File: config.mk
export PLATFORM = sky130hd
export DESIGN_NAME = spi_push_pull_adapter
export DESIGN_NICKNAME = d
export VERILOG_FILES = /design/src/rtl/spi_adapter_pkg.sv /design/src/rtl/spi_resp_queue_2entry.sv /design/src/rtl/spi_push_pull_adapter.sv
export SDC_FILE = /design/constraint.sdc
export NUM_CORES = 1
export LEC_CHECK = 0
export BUFFER_PORTS_ARGS = -buffer_cell sky130_fd_sc_hd__clkbuf_2
export CAP_MARGIN = 15
export CORE_ASPECT_RATIO = 0.7
export CORE_MARGIN = 2
export CORE_UTILIZATION = 37
export DETAILED_ROUTE_END_ITERATION = 10
export HOLD_SLACK_MARGIN = 0.06
export PLACE_DENSITY = 0.66
export SYNTH_ARGS = -nofsm -noshare
export SYNTH_HDL_FRONTEND = slang
export SYNTH_SLANG_ARGS = --single-unit
File: constraint.sdc
create_clock -name clk -period 3.6 [get_ports clk]
set_input_delay 0.72 -clock clk [delete_from_list [all_inputs] [get_ports clk]]
set_output_delay 0.72 -clock clk [all_outputs]
set_load 0.02 [all_outputs]
File: src/rtl/spi_adapter_pkg.sv
// spi_adapter_pkg
// Shared definitions for the SPI push/pull adapter and its response queue.
//   - adapter_state_e : adapter control states (CFG, IDLE, LAUNCH, WAIT)
//   - PUSH_BIT/PULL_BIT : flow-control bit positions for the default 34-bit
//     packet. Replies reuse the same positions for val/spc.
//   - push_bit_pos/pull_bit_pos : the same positions for any packet width,
//     so parameterised modules can stay consistent with the constants.
package spi_adapter_pkg;

   typedef enum logic [1:0] {
      CFG    = 2'd0,
      IDLE   = 2'd1,
      LAUNCH = 2'd2,
      WAIT   = 2'd3
   } adapter_state_e;

   localparam int DEFAULT_NBITS = 34;
   localparam int PUSH_BIT      = DEFAULT_NBITS - 1;
   localparam int PULL_BIT      = DEFAULT_NBITS - 2;

   // Position of push (outbound) / val (inbound) for a given packet width.
   function automatic int push_bit_pos(input int nbits);
      return nbits - 1;
   endfunction

   // Position of pull (outbound) / spc (inbound) for a given packet width.
   function automatic int pull_bit_pos(input int nbits);
      return nbits - 2;
   endfunction

endpackage

File: src/rtl/spi_resp_queue_2entry.sv
// spi_resp_queue_2entry
// Two-entry val/rdy FIFO holding payloads returned by the SPI minion until
// the host takes them.
// Ports:
//   clk, reset          : clock, synchronous active-high reset
//   enq_val/rdy/msg     : enqueue handshake
//   deq_val/rdy/msg     : dequeue handshake, FIFO order
//   count               : current occupancy (0..2)
module spi_resp_queue_2entry
   import spi_adapter_pkg::*;
#(
   parameter int width = DEFAULT_NBITS - 2
) (
   input  logic             clk,
   input  logic             reset,
   input  logic             enq_val,
   output logic             enq_rdy,
   input  logic [width-1:0] enq_msg,
   output logic             deq_val,
   input  logic             deq_rdy,
   output logic [width-1:0] deq_msg,
   output logic [1:0]       count
);

   logic [width-1:0] entries [2];
   logic             head;
   logic [1:0]       count_reg;
   logic             tail;
   logic             enq_fire;
   logic             deq_fire;

   // A full queue can still accept a new entry when the head is leaving in
   // the same cycle; the incoming word lands in the slot being vacated.
   assign enq_rdy  = (count_reg != 2'd2) || deq_rdy;
   assign deq_val  = (count_reg != 2'd0);
   assign deq_msg  = entries[head];
   assign count    = count_reg;
   assign enq_fire = enq_val && enq_rdy;
   assign deq_fire = deq_val && deq_rdy;
   assign tail     = head ^ count_reg[0];

   // Head pointer and occupancy bookkeeping.
   always_ff @(posedge clk) begin
      if (reset) begin
         head      <= 1'b0;
         count_reg <= 2'd0;
      end else begin
         if (deq_fire) begin
            head <= ~head;
         end
         if (enq_fire && !deq_fire) begin
            count_reg <= count_reg + 2'd1;
         end else if (deq_fire && !enq_fire) begin
            count_reg <= count_reg - 2'd1;
         end
      end
   end

   // Storage is pure datapath; occupancy alone decides what is valid.
   always_ff @(posedge clk) begin
      if (enq_fire) begin
         entries[tail] <= enq_msg;
      end
   end

endmodule

File: src/rtl/spi_push_pull_adapter.sv
// spi_push_pull_adapter
// Host-side framing stage in front of the SPI master. Wraps host payloads
// into packets carrying push/pull flow-control bits, configures the master's
// packet size and chip select, retries pushes the minion did not accept and
// buffers returned payloads in a 2-entry queue.
// Ports:
//   clk, reset                 : clock, synchronous active-high reset
//   cs_sel, cs_sel_update      : target chip select, pulse to re-issue config
//   req_val/rdy/msg            : host request stream (nbits-2 payload)
//   resp_val/rdy/msg           : host response stream (nbits-2 payload)
//   mst_recv_val/rdy/msg       : packet to the master
//   mst_send_val/rdy/msg       : reply from the master
//   mst_pkt_size_val/rdy/msg   : master packet-size config (constant nbits)
//   mst_cs_addr_val/rdy/msg    : master chip-select config
module spi_push_pull_adapter
   import spi_adapter_pkg::*;
#(
   parameter int nbits       = 34,
   parameter int ncs         = 1,
   parameter int logBitsN    = $clog2(nbits) + 1,
   parameter int logCSN      = (ncs > 1) ? $clog2(ncs) : 1,
   parameter int POLL_CYCLES = 16
) (
   input  logic                clk,
   input  logic                reset,
   input  logic [logCSN-1:0]   cs_sel,
   input  logic                cs_sel_update,
   input  logic                req_val,
   output logic                req_rdy,
   input  logic [nbits-3:0]    req_msg,
   output logic                resp_val,
   input  logic                resp_rdy,
   output logic [nbits-3:0]    resp_msg,
   output logic                mst_recv_val,
   input  logic                mst_recv_rdy,
   output logic [nbits-1:0]    mst_recv_msg,
   input  logic                mst_send_val,
   output logic                mst_send_rdy,
   input  logic [nbits-1:0]    mst_send_msg,
   output logic                mst_pkt_size_val,
   input  logic                mst_pkt_size_rdy,
   output logic [logBitsN-1:0] mst_pkt_size_msg,
   output logic                mst_cs_addr_val,
   input  logic                mst_cs_addr_rdy,
   output logic [logCSN-1:0]   mst_cs_addr_msg
);

   localparam int PAYLOAD_W = nbits - 2;
   localparam int PUSH_POS  = push_bit_pos(nbits);
   localparam int PULL_POS  = pull_bit_pos(nbits);
   localparam int POLL_W    = (POLL_CYCLES > 0) ? $clog2(POLL_CYCLES + 1) : 1;
   localparam logic [POLL_W-1:0] POLL_MAX = POLL_W'(POLL_CYCLES);

   adapter_state_e       state;
   adapter_state_e       next_state;

   logic                 req_full;
   logic [PAYLOAD_W-1:0] req_data;
   logic [nbits-1:0]     pkt_reg;
   logic [POLL_W-1:0]    poll_cnt;
   logic                 cs_upd_pending;
   logic                 pkt_size_done;
   logic                 cs_addr_done;

   logic                 q_enq_val;
   logic                 q_enq_rdy;
   logic [1:0]           q_count;
   logic                 q_has_space;
   logic                 poll_due;
   logic                 launch_go;
   logic                 cfg_complete;
   logic                 send_fire;
   logic                 reply_val;
   logic                 reply_spc;

   assign q_has_space  = (q_count != 2'd2);
   assign poll_due     = (POLL_CYCLES != 0) && (poll_cnt == POLL_MAX);
   assign launch_go    = req_full || (poll_due && q_has_space);
   assign cfg_complete = (pkt_size_done || mst_pkt_size_rdy) &&
                         (cs_addr_done  || mst_cs_addr_rdy);
   assign send_fire    = (state == WAIT) && mst_send_val;
   assign reply_val    = mst_send_msg[PUSH_POS];
   assign reply_spc    = mst_send_msg[PULL_POS];

   assign req_rdy          = !req_full;
   assign mst_recv_msg     = pkt_reg;
   assign mst_pkt_size_msg = logBitsN'(nbits);
   assign mst_cs_addr_msg  = cs_sel;

   // State register.
   always_ff @(posedge clk) begin
      if (reset) begin
         state <= CFG;
      end else begin
         state <= next_state;
      end
   end

   // Next-state logic. A pending chip-select change always wins over a
   // launch so config never overlaps an outgoing packet.
   always_comb begin
      next_state = state;
      unique case (state)
         CFG: begin
            if (cfg_complete) next_state = IDLE;
         end
         IDLE: begin
            if (cs_upd_pending) next_state = CFG;
            else if (launch_go) next_state = LAUNCH;
         end
         LAUNCH: begin
            if (mst_recv_rdy) next_state = WAIT;
         end
         WAIT: begin
            if (mst_send_val) next_state = IDLE;
         end
         default: next_state = CFG;
      endcase
   end

   // Output decode. Each config channel drops its val once its own
   // handshake has completed, in case the master's two rdys differ.
   always_comb begin
      mst_recv_val     = 1'b0;
      mst_send_rdy     = 1'b0;
      mst_pkt_size_val = 1'b0;
      mst_cs_addr_val  = 1'b0;
      unique case (state)
         CFG: begin
            mst_pkt_size_val = !pkt_size_done;
            mst_cs_addr_val  = !cs_addr_done;
         end
         LAUNCH: mst_recv_val = 1'b1;
         WAIT:   mst_send_rdy = 1'b1;
         default: ;
      endcase
   end

   // Request holding register, frozen packet, poll counter, pending config
   // flag and per-channel config completion. A push is retired only when
   // the minion reports it accepted the payload; otherwise it is re-sent.
   always_ff @(posedge clk) begin
      if (reset) begin
         req_full       <= 1'b0;
         req_data       <= '0;
         pkt_reg        <= '0;
         poll_cnt       <= '0;
         cs_upd_pending <= 1'b0;
         pkt_size_done  <= 1'b0;
         cs_addr_done   <= 1'b0;
      end else begin
         if (send_fire && pkt_reg[PUSH_POS] && reply_spc) begin
            req_full <= 1'b0;
         end else if (req_val && !req_full) begin
            req_full <= 1'b1;
            req_data <= req_msg;
         end

         if ((state == IDLE) && (next_state == LAUNCH)) begin
            pkt_reg <= {req_full, q_has_space, (req_full ? req_data : '0)};
         end

         if (state == LAUNCH) begin
            poll_cnt <= '0;
         end else if ((state == IDLE) && (next_state == IDLE) &&
                      (poll_cnt != POLL_MAX)) begin
            poll_cnt <= poll_cnt + 1'b1;
         end

         if (cs_sel_update) begin
            cs_upd_pending <= 1'b1;
         end else if (state == CFG) begin
            cs_upd_pending <= 1'b0;
         end

         if (state != CFG) begin
            pkt_size_done <= 1'b0;
            cs_addr_done  <= 1'b0;
         end else begin
            if (mst_pkt_size_rdy) pkt_size_done <= 1'b1;
            if (mst_cs_addr_rdy)  cs_addr_done  <= 1'b1;
         end
      end
   end

   // Replies with val=0 carry no payload and are dropped.
   assign q_enq_val = send_fire && reply_val && q_enq_rdy;

   spi_resp_queue_2entry #(
      .width (PAYLOAD_W)
   ) u_resp_queue (
      .clk     (clk),
      .reset   (reset),
      .enq_val (q_enq_val),
      .enq_rdy (q_enq_rdy),
      .enq_msg (mst_send_msg[PAYLOAD_W-1:0]),
      .deq_val (resp_val),
      .deq_rdy (resp_rdy),
      .deq_msg (resp_msg),
      .count   (q_count)
   );

endmodule

==> out/results.ini <==
[outcome]
outcome = complete, no violations

[grt]
grt_max_degree = 62
antenna_found_initial = 0
grt_pass1_vias = 3732
grtUsageTotal = 0.1462
grt_pass1_wl_um = 18980
overflow = 0

[clock_tree]
cts_hold_buf = 0
path_clk_slew_ps = 60
cts_num_sinks = 145
tritoncts = yes
htreeDepth = 4
postCtsSetupBuffers = 0
numCtsBuffers = 17
cts_root_buffer = clkbuf_16
worstSkewPairLatency_ps = 410
clk_path_buf_depth = 2
ctsResizeCount = 0

[sta]
max_freq_ghz = 0.4206
relSlewSlack = 0.4553
final_hold_viol_count = 0
finalMaxSlewViolations = 0
worst_clock_skew_ps = 8.058
tns_ps = 0
period_share = 0.6604
worstMarginPinSlew_ps = 817.0
finalSetupViolations = 0
rsz0062_at_grt = no
fin_crit_ps = 2377

[hold_path]
min_path_cells = 2
worstHoldPathType = flip-flop to flip-flop

[yosys]
netlist_area_um2 = 5794
async_flop_share = 0
synth_cell_type_count = 45
synth_seq_cells = 145
synth_ff_type = dfxtp_1
synth_area_leader_cell = edfxtp_1
syn_area_per_cell_um2 = 12.51
seq_area_frac_synth = 0.6115
synth_area_leaders = edfxtp_1 (33%), dfxtp_1 (28%), nand2b_1 (7.3%)
synth-warning-count = 0
synth-edff-count = 64
synth_cells = 463
synth_top_cell_area_share = 0.3317

[finish]
final_area_um2 = 7214
layout_commonest_cell = clkbuf_2
area_growth_pct = 24.51
top_register = u_resp_queue.entries
layout_common_cells = clkbuf_2 (146), dfxtp_1 (81), nand2b_1 (68)
largest_reg_flops = 64
antennaDiodeCount = 0
fillers = 1408
drive_gt1_frac = 0.3577
nNetsFinal = 682

[setup_path]
crit_arrival_ps = 1660
rr_worst_depth = 6
cpPeakStageDelay_ps = 400
worstSetupEndpointType = output port
crit_type = flip-flop to output port
cp.required_ps = 2880
rrSetupSlack_ps = 1590
endpoint = resp_msg[23]
r2r_end = u_resp_queue.count[1]$_SDFFE_PP0P_
cp_cell_sequence = buf_4 -> mux2_2 -> clkbuf_2
reg2reg_from = state[1]$_SDFF_PP0_
crit_fanout = 32
start_kind = flip-flop
crit_slowest_cell = mux2_2

[drt]
ant_nets = 0
vias_per_cell = 4.773
num_vias = 3890
wl_per_cell_um = 14.69
drc = 0
drt-total-wl_um = 11970
drtIter0Drc = 223
dr.pass1.iters = 4

[floorplan]
die_h_um = 108.7
io-pin-count = 156
die_x_um = 153.6
start_util = 0.3761
placementRows = 38
dieArea_um2 = 16690
core-area_um2 = 15400

[pwr]
total_power_mw = 3.760
ir_worst_vdd_mv = 0.3043
p_leak_nw = 2.807
powerDensity_nw_per_um2 = 521.2

[placed_design]
dp_hpwl_um = 7792
place_area_um2 = 6670
gp_congestion = 0.7816
port-buffer-count = 146

[run]
drv_cap = 0

==> routing by layer <==
metal | share of wire | global-route usage
met1 | 0.48 | 0.1915
met2 | 0.44 | 0.2203
met3 | 0.074 | 0.06041
met4 | 0.010 | 0.04915
met5 | 0 | 0
==> cell usage after synthesis, types with 2 or more instances <==
master,number
dfxtp_1,81
nand2b_1,68
edfxtp_1,64
inv_1,41
mux2_2,32
mux2i_1,32
o32ai_1,32
clkbuf_1,17
a21oi_1,11
nor2_1,11
buf_4,8
o21ai_0,6
buf_6,5
buf_2,4
nand2_1,4
nand3_1,4
and3_1,3
buf_1,3
ha_1,3
nor3_1,3
xor2_1,3
a21o_1,2
conb_1,2
nor4bb_1,2
or3_1,2
==> final cells by class <==
| class | count | area [µm²] | share of cell area |
|---|---|---|---|
| Sequential cell | 145 | 3543 | 0.4912 |
| Multi-Input combinational cell | 245 | 1927 | 0.2671 |
| Timing Repair Buffer | 153 | 795.8 | 0.1103 |
| Clock buffer | 17 | 425.4 | 0.05897 |
| Tap cell | 200 | 250.2 | 0.03469 |
| Inverter | 41 | 153.9 | 0.02133 |
| Clock inverter | 14 | 118.9 | 0.01648 |
==> power by group <==
| part | internal [mW] | total (mW) | switching, mW |
|---|---|---|---|
| combinational | 0.160 | 0.369 | 0.209 |
| clock | 0.940 | 1.61 | 0.666 |
| sequential | 1.76 | 1.79 | 0.0278 |
| total | 2.86 | 3.76 | 0.903 |
==> critical path: cells and delay by family (launching register included) <==
kind	cells	cell delay (ps)
mux	1	400
flops	1	300
buf+inv	2	540
==> per-stage QoR <==
step	utilization	instances	setup WS (ps)	hold slack [ps]
2_1_floorplan	-	468	526.8	458.5
3_3_place_gp	0.4330	784	1345	462.1
3_5_place_dp	0.4330	784	1340	469.0
4_1_cts	0.4683	815	1185	475.7
5_1_grt	0.4683	815	1133	472.5
6_report	0.4683	815	1223	476.2
==> worst min path at each step <==
stage	slack, ps	start	to
after global routing	470	mst_send_msg[18]	u_resp_queue.entries[1][18]$_DFFE_PP_
after global placement	460	mst_recv_msg[32]$_SDFFE_PP0P_	mst_recv_msg[32]$_SDFFE_PP0P_
final	480	mst_recv_msg[29]$_SDFFE_PP0P_	mst_recv_msg[29]$_SDFFE_PP0P_
after floorplan	460	req_data[31]$_SDFFE_PP0P_	req_data[31]$_SDFFE_PP0P_
after CTS	480	mst_send_msg[5]	u_resp_queue.entries[0][5]$_DFFE_PP_
after detailed placement	470	mst_recv_msg[32]$_SDFFE_PP0P_	mst_recv_msg[32]$_SDFFE_PP0P_
==> cells by family (layout without fill, tap and decap cells) <==
family                     Yosys count  after routing  synth area share
other                                2              7          0.001296
buffers and inverters               78            225           0.06305
xor gates and xnor gates             3              3          0.004535
DFF                                145            145            0.6115
AOI/OAI and AO/OA                   60             60           0.08098
and+or+nand+nor                    108            108            0.1147
muxes                               64             64            0.1175
adders and majority gates            3              3          0.006479
(Power assumes the default switching activity.)
